[src/rtl/ring_step_sequencer_if.sv]
// ring_step_sequencer_if: switch/button inputs and step outputs of the ring step sequencer.
interface ring_step_sequencer_if;
    logic       en;
    logic       dir;
    logic [1:0] speed;
    logic       pause_btn;
    logic       step_btn;
    logic [2:0] state;
    logic       step_pulse;
    logic       running;
    modport master (output en, dir, speed, pause_btn, step_btn, input state, step_pulse, running);
    modport slave (input en, dir, speed, pause_btn, step_btn, output state, step_pulse, running);
endinterface

[src/rtl/ring_step_sequencer.sv]
// ring_step_sequencer: prescaled 3-bit step index with RUN/PAUSE mode and debounced pause/step buttons.
module ring_step_sequencer #(
    parameter int unsigned BASE_DIV        = 50_000_000,
    parameter int unsigned DEBOUNCE_CYCLES = 1_000_000
) (
    input logic                  clk,
    input logic                  rst_n,
    ring_step_sequencer_if.slave bus
);
    localparam int unsigned CW = $clog2(BASE_DIV);
    localparam int unsigned DW = $clog2(DEBOUNCE_CYCLES + 1);
    localparam logic [DW-1:0] DB_LAST = DW'(DEBOUNCE_CYCLES - 1);

    typedef enum logic {PAUSE = 1'b0, RUN = 1'b1} mode_t;

    mode_t             mode_q, mode_d;
    logic [1:0]        s1_q, s1_d, s2_q, s2_d, lvl_q, lvl_d, press;
    logic [1:0][DW-1:0] db_q, db_d;
    logic [CW-1:0]     cnt_q, cnt_d;
    logic [2:0]        state_q, state_d;
    logic              pulse_q, pulse_d;
    logic [31:0]       div;
    logic              counting, tick, adv;

    // Bit 0 is the pause button, bit 1 the step button.
    always_comb begin
        s1_d = {bus.step_btn, bus.pause_btn};
        s2_d = s1_q;
        for (int i = 0; i < 2; i++) begin
            db_d[i]  = (s2_q[i] != lvl_q[i] && db_q[i] != DB_LAST) ? db_q[i] + 1'b1 : '0;
            lvl_d[i] = (s2_q[i] != lvl_q[i] && db_q[i] == DB_LAST) ? s2_q[i] : lvl_q[i];
            press[i] = s2_q[i] && !lvl_q[i] && db_q[i] == DB_LAST;
        end
        div      = BASE_DIV >> bus.speed;
        counting = bus.en && mode_q == RUN;
        tick     = counting && 32'(cnt_q) >= div - 32'd1;
        mode_d   = press[0] ? (mode_q == RUN ? PAUSE : RUN) : mode_q;
        cnt_d    = (tick || (mode_q == PAUSE && mode_d == RUN)) ? '0 : counting ? cnt_q + 1'b1 : cnt_q;
        adv      = bus.en && !press[0] && (mode_q == RUN ? tick : press[1]);
        state_d  = !adv ? state_q : bus.dir ? state_q - 3'd1 : state_q + 3'd1;
        pulse_d  = adv;
    end

    always_ff @(posedge clk or negedge rst_n) begin
        if (!rst_n) begin
            mode_q  <= RUN;
            s1_q    <= '0;
            s2_q    <= '0;
            lvl_q   <= '0;
            db_q    <= '0;
            cnt_q   <= '0;
            state_q <= '0;
            pulse_q <= 1'b0;
        end else begin
            mode_q  <= mode_d;
            s1_q    <= s1_d;
            s2_q    <= s2_d;
            lvl_q   <= lvl_d;
            db_q    <= db_d;
            cnt_q   <= cnt_d;
            state_q <= state_d;
            pulse_q <= pulse_d;
        end
    end

    assign bus.state      = state_q;
    assign bus.step_pulse = pulse_q;
    assign bus.running    = mode_q == RUN;
endmodule

[src/flat_wrapper.sv]
// flat-port wrapper written by rule: the top's interface ports become plain ports
module ring_step_sequencer_flat 
#(
    parameter int unsigned BASE_DIV        = 50_000_000,
    parameter int unsigned DEBOUNCE_CYCLES = 1_000_000
)
  (clk, rst_n, bus_en, bus_dir, bus_speed, bus_pause_btn, bus_step_btn, bus_state, bus_step_pulse, bus_running);
  ring_step_sequencer_if bus_i ();
  input logic clk;
  input logic rst_n;
  input wire logic [$bits(bus_i.en)-1:0] bus_en;
  input wire logic [$bits(bus_i.dir)-1:0] bus_dir;
  input wire logic [$bits(bus_i.speed)-1:0] bus_speed;
  input wire logic [$bits(bus_i.pause_btn)-1:0] bus_pause_btn;
  input wire logic [$bits(bus_i.step_btn)-1:0] bus_step_btn;
  output wire logic [$bits(bus_i.state)-1:0] bus_state;
  output wire logic [$bits(bus_i.step_pulse)-1:0] bus_step_pulse;
  output wire logic [$bits(bus_i.running)-1:0] bus_running;
  assign bus_i.en = bus_en;
  assign bus_i.dir = bus_dir;
  assign bus_i.speed = bus_speed;
  assign bus_i.pause_btn = bus_pause_btn;
  assign bus_i.step_btn = bus_step_btn;
  assign bus_state = bus_i.state;
  assign bus_step_pulse = bus_i.step_pulse;
  assign bus_running = bus_i.running;
  ring_step_sequencer #(.BASE_DIV(BASE_DIV), .DEBOUNCE_CYCLES(DEBOUNCE_CYCLES)) u_core (.clk(clk), .rst_n(rst_n), .bus(bus_i));
endmodule
[config.mk]
export PLATFORM = sky130hd
export DESIGN_NAME = ring_step_sequencer_flat
export DESIGN_NICKNAME = d
export VERILOG_FILES = /design/src/rtl/ring_step_sequencer_if.sv /design/src/rtl/ring_step_sequencer.sv /design/src/flat_wrapper.sv
export SDC_FILE = /design/constraint.sdc
export NUM_CORES = 1
export LEC_CHECK = 0
export BUFFER_PORTS_ARGS = -buffer_cell sky130_fd_sc_hd__buf_2
export CORE_MARGIN = 2
export CORE_UTILIZATION = 52
export DETAILED_ROUTE_END_ITERATION = 10
export GPL_TIMING_DRIVEN = 0
export PLACE_DENSITY = 0.78
export SLEW_MARGIN = 20
export SYNTH_ARGS = -nofsm -noshare
export SYNTH_HDL_FRONTEND = slang
export SYNTH_SLANG_ARGS = --single-unit
export TNS_END_PERCENT = 50
[constraint.sdc]
create_clock -name clk -period 8.6 [get_ports clk]
set_input_delay 1.29 -clock clk [delete_from_list [all_inputs] [get_ports clk]]
set_output_delay 1.29 -clock clk [all_outputs]
set_load 0.01 [all_outputs]
Word-level counts from Yosys, hierarchy flattened
Index checks and enable logic that the tools add are counted.
{ "classes": {"eq_ne": 6, "div": 0, "shifts": 1, "reduce_logical": 18, "mul": 0, "add_sub_neg": 6, "bitwise_logic": 1, "mux": 8, "order_cmp": 1} }
{ "ops": {"columns": ["op", "count"], "rows": [
  ["$mux 26", 2],
  ["$add 20x1->20 const B", 2],
  ["$eq 20x20->1 const B", 2],
  ["$mux 20", 2],
  ["$ne 20x20->1 const B", 2],
  ["$ge 26x32->1", 1],
  ["$shr 26x2->32 const A", 1],
  ["$sub 32x1->32 const B", 1],
  ["$add 26x1->26 const B", 1],
  ["$logic_and 1x1->1", 13],
  ["$add 3x1->3 const B", 1],
  ["$logic_not 1->1", 3],
  ["$mux 1", 3],
  ["$mux 3", 1],
  ["$sub 3x1->3 const B", 1],
  ["$ne 1x1->1", 2],
  ["$reduce_bool 2->1", 1],
  ["$logic_or 1x1->1", 1],
  ["$not 1->1", 1]
]} }
{ "word_totals": {"rom_bits": 0, "mem_count": 0, "reg_bits": 77, "word_cells": 51, "input_bits": 8, "out_inout_bits": 5, "latchBits": 0, "ramBits": 0} }

Longest topological paths before layout
{ "depth": {"ltp_word": 7, "mapped_depth": 12} }

Worst setup path after synthesis
OpenSTA, ideal clock, no wires.
{ "synth_path": {"path_type": "in2reg", "start": "in bus_speed[0]", "end": "reg u_core.cnt_q[10]", "arrival_time_ns": 3.351, "setup_slack_ns": 5.178, "cell_stages": 12, "t_required_ns": 8.529, "setup_time_ns": 0.071, "path_buffers": 1, "cell_sequence": "nor2_1 > inv_1 > ha_1 > ha_1 > nand4_1 > o22ai_1 > a211o_1 > a221oi_2 > o21ai_2 > a21o_4 > buf_6 > nor2_1"} }
{ "synth_between": {"elab_chain_cells": 6, "word_cells_on_any_way": 7, "cone_classes": "add/sub: 1; order compare: 1; shift: 1; mux: 1; reduce/logical: 3"} }
{ "synth_rtl": {"columns": ["item", "line_no", "rtl"], "rows": [
  ["from (decl)", "flat_wrapper.sv:13", "input wire logic [$bits(bus_i.speed)-1:0] bus_speed;"],
  ["$shr 26x2->32 *", "ring_step_sequencer.sv:34", "div = BASE_DIV >> bus.speed;"],
  ["$sub 32x1->32 *", "ring_step_sequencer.sv:36", "tick = counting && 32'(cnt_q) >= div - 32'd1;"],
  ["$ge 26x32->1 *", "ring_step_sequencer.sv:36", null],
  ["$logic_and 1x1->1 *", "ring_step_sequencer.sv:36", null],
  ["$logic_or 1x1->1 *", "ring_step_sequencer.sv:38", "cnt_d = (tick || (mode_q == PAUSE && mode_d == RUN)) ? '0 : counting ? cnt_q + 1'b1 : cnt_q;"],
  ["$mux 26 or $reduce_bool 2->1 (tied branches)", null, null],
  ["to (signal assigned)", "ring_step_sequencer.sv:60", "cnt_q <= cnt_d;"],
  ["to (decl)", "ring_step_sequencer.sv:19", "logic [CW-1:0] cnt_q, cnt_d;"]
]} }
Every way passes the cells marked *; elsewhere a longest branch is shown, timed or not.
A chain may end at the register's enable or synchronous reset.

Worst setup path after layout
{ "layout_path": {"start": "reg u_core.db_q[7] (netlist bit)", "end": "reg u_core.cnt_q[23]"} }
{ "layout_between": {"elab_chain_cells": 6, "word_cells_on_any_way": 7, "cone_classes": "eq/ne: 1; mux: 2; reduce/logical: 4"} }
{ "layout_rtl": {"columns": ["item", "line_no", "rtl"], "rows": [
  ["from (decl)", "ring_step_sequencer.sv:18", "logic [1:0][DW-1:0] db_q, db_d;"],
  ["from (signal assigned)", "ring_step_sequencer.sv:50", "db_q <= '0;"],
  ["from (signal assigned)", "ring_step_sequencer.sv:59", "db_q <= db_d;"],
  ["$eq 20x20->1 *", "ring_step_sequencer.sv:32", "press[i] = s2_q[i] && !lvl_q[i] && db_q[i] == DB_LAST;"],
  ["$logic_and 1x1->1 *", "ring_step_sequencer.sv:32", null],
  ["$mux 1 *", "ring_step_sequencer.sv:37", "mode_d = press[0] ? (mode_q == RUN ? PAUSE : RUN) : mode_q;"],
  ["$logic_and 1x1->1 *", "ring_step_sequencer.sv:38", null],
  ["$logic_or 1x1->1 *", "ring_step_sequencer.sv:38", null],
  ["$mux 26 or $reduce_bool 2->1 (tied branches)", null, null]
]} }
Marks and branches as above.

==> results.md <==
* Fill count at 680
* Overall Global Routing Usage at between 20% and 30%
* Hold Path Sink: u_core.s2_q[0]
* Hold Crit Start: u_core.s1_q[0]
* Final setup fails at 0
* Routed len/inst at around 14 um
* Syn nets at approximately 480
* DR top layer: met4
* Syn. warnings at 0
* Power per cell area at roughly 150 nW/um^2
* Status: complete, no violations
* Area contributors post-synth: dfrtp_1 45%, ha_1 7.7%, nor2_1 6.8%
* First-pass GRT wire length at roughly 14000 um
* Worst-Margin Slew at 1000 ps
* Synthesized area at roughly 4200 sq um
* Crit path kind: reg2reg
* Vias in the first global route at ~3100
* Placed Cells incl. Taps at 555
* FF-to-FF End: u_core.cnt_q[23]
* Layout cells sized above 1 at between 10 and 15%
* Die height at ~94 um
* Final Max Slew Viols at 0
* Post-DRT Antenna Nets at 0
* Max Cap Violations at 0
* Met3 routed wirelength at between 200 and 250 um
* Reg-to-Reg Start: u_core.db_q[7]
* CTS tree: built
* Worst Hold Class: reg2reg
* Area grow syn2layout at 10.1%
* Setup TNS at 0 ps
* Final worst slack at roughly 5100 ps
* R2r worst-path depth at 12
* CP cell instances: nor4_1 -> nand4_1 -> nor4_1 -> and3_1 -> ha_1 -> a21oi_1 -> nor3b_1 -> nand2_1 -> nor2_1 -> nand3_1 -> xor2_1 -> nor2_1
* Min-Delay Path Depth at 0
* Pre-CTS WS at ~4700 ps
* R2R setup slack at a little over 5000 ps
* Detailed Place HPWL at between 5000 and 6000 um
* Syn Inst Count at 440
* DRC violations left at 0
* CTS Hold Bufs at 0
* Post-synth top area share at approximately 45%
* H-tree depth at 3
* CP Data Arrival Time at roughly 3800 ps
* Post-CTS Setup Inserts at 0
* Top delay family on crit path: simple AND/OR/NAND/NOR gates
* Gr ovfl total at 0
* IO Port Bufs at 12
* Slowest CP cell: nor3b_1
* Critical Path Sink Type: flop
* Nature of the critical path startpoint: flop
* Initial Util at between 50% and 60%
* Largest net degree at the start of global routing at 41
* NumNets Final at roughly 500
* Chip Width at 94.1 um
* FFs w/ async S/R, synth at 100%
* Final Skew at between 9 and 10 ps
* Met1 wire length at roughly 3600 um
* Via count at just over 3000
* Worst rel slew slack at about 33%
* Post-Route WL at 7870 um
* Unrepaired setup endpoints after global routing: false
* Core box area at just under 8000 sq um
* Rows at 32
* Maximum clock rate at between 0.2 and 0.3 GHz
* CP max stage delay at between 800 and 900 ps
* Top_reg_cell synth: dfrtp_1
* Min Tclk post-route at ~3500 ps
* Root Driver: clkbuf_8
* CTS Buf Count at 9
* WP data required at 8840 ps
* Maximum VDD drop at around 0.12 mV
* Sink Count at 77
* CP max FO at 7
* Placer Congestion at between 0.8 and 0.9
* Area leader, netlist: dfrtp_1
* Tcrit/Tclk final at 41.3%
* Yosys cell types at 51
* CTS resizes at 0
* Worst-case clock buffer depth at 2
* Final Hold Fails at 0
* Seq/Total Area, Yosys at between 40% and 50%
* First-pass DRT Iterations at 4
* Finished Layout Cells at 570
* FF+latch count, synth at 77
* Antenna violations before repair at 0
* P_leak at about 0.0022 uW
* Clk slew on worst S/H paths at approximately 80 ps
* Number of buffers and inverters on the critical path at 0
* I/O Pins at 13
* Diodes inserted at 0
* Metal2 WL at around 4000 um
* 1st-iter DRT viols at ~120
* Clock latency on the worst-skew pair at roughly 350 ps
* Mean Syn Cell Area at about 9.6 sq um
* EDFF count, synth at 0
* Post-DR vias/cell at 5.41
* DIE AREA at 8850 sq um
## state kept, by name, indices dropped and copies added (netlist names)
name	cells
u_core.s2_q	2
u_core.db_q	40
u_core.lvl_q	2
u_core.bus.state	3
u_core.cnt_q	26
u_core.s1_q	2
u_core.bus.step_pulse	1
u_core.bus.running	1
## where the power goes
group	leakage, uW	switching [uW]	internal [uW]
Combinational	0.00107	20.5	10.5
Clock	0.000105	131	169
Sequential	0.00104	2.50	365
Total	0.00222	154	545
## layer usage
| metal | up-vias | track usage, % |
|---|---|---|
| met3 | 12 | 5.86 |
| met4 | 0 | 5.56 |
| li1 | 1528 | - |
| met2 | 34 | 33.8 |
| met5 | - | 0 |
| met1 | 1507 | 25.1 |
## cell type report
type,instances,area (sq um),area share [%]
repair buffers,13,82.6,1.78
clock buffers,11,141,3.04
plain buffers,8,47.5,1.02
flip-flops and latches,77,1930,41.5
inverters,24,90.1,1.94
well taps,102,128,2.75
clock inverters,4,72.6,1.56
multi-input cells,331,2150,46.4
## metrics by stage
step                      hold slack, ps  instance area [sq um]  power [uW]  utilization [%]
after floorplan                      331                   4220         391                -
after global placement               335                   4410         404             56.5
after detailed placement             336                   4430         406             56.7
after CTS                            353                   4640         705             59.5
after global routing                 354                   4640         729             59.5
final                                349                   4640         699             59.5
## cell usage after synthesis (4+ instances only)
master	number
nand2_1	31
and4_1	4
and3_1	16
nand3_1	30
nor3_1	4
xnor2_1	29
xor2_1	32
nor4_1	5
nand4_1	10
ha_1	26
nor2_1	77
a21oi_1	13
o21ai_0	8
clkbuf_1	4
inv_1	24
or3_1	4
dfrtp_1	76
## cells by family (layout without fill, tap and decap cells)
family / count (synthesis) / count (layout) / synth area share (%)
AOI/OAI and AO/OA: 36 / 36 / 5.90
xor gates and xnor gates: 61 / 61 / 12.7
adders and majority gates: 28 / 28 / 8.45
buffers and inverters: 32 / 60 / 3.26
DFF: 77 / 77 / 45.7
muxes: 2 / 2 / 0.504
other: 2 / 2 / 0.178
and+or+nand+nor: 202 / 202 / 23.4
## cells in the final DEF, fill, tap and decap left out, types with 3 or more instances in the layout
| master | instances |
|---|---|
| a21oi_1 | 13 |
| and2_1 | 3 |
| and3_1 | 16 |
| and4_1 | 4 |
| buf_2 | 13 |
| clkbuf_1 | 5 |
| clkbuf_8 | 10 |
| dfrtp_1 | 76 |
| ha_1 | 26 |
| inv_1 | 24 |
| nand2_1 | 31 |
| nand3_1 | 30 |
| nand4_1 | 10 |
| nor2_1 | 77 |
| nor2_2 | 3 |
| nor3_1 | 4 |
| nor4_1 | 5 |
| o21ai_0 | 8 |
| or2_2 | 3 |
| or3_1 | 4 |
| xnor2_1 | 29 |
| xor2_1 | 32 |
## worst max path at each step
stage | cells past startpoint | from | end | slack, ps
4_1_cts | 12 | u_core.db_q[7] | u_core.cnt_q[23] | 5080
2_1_floorplan | 12 | bus_speed[0] | u_core.cnt_q[10] | 5180
5_1_grt | 12 | u_core.db_q[7] | u_core.cnt_q[25] | 4690
3_5_place_dp | 13 | bus_speed[0] | u_core.cnt_q[15] | 4710
6_report | 12 | u_core.db_q[7] | u_core.cnt_q[23] | 5050
3_3_place_gp | 13 | bus_speed[0] | u_core.cnt_q[11] | 4790
Note: power is estimated with default switching activity, not from simulation.
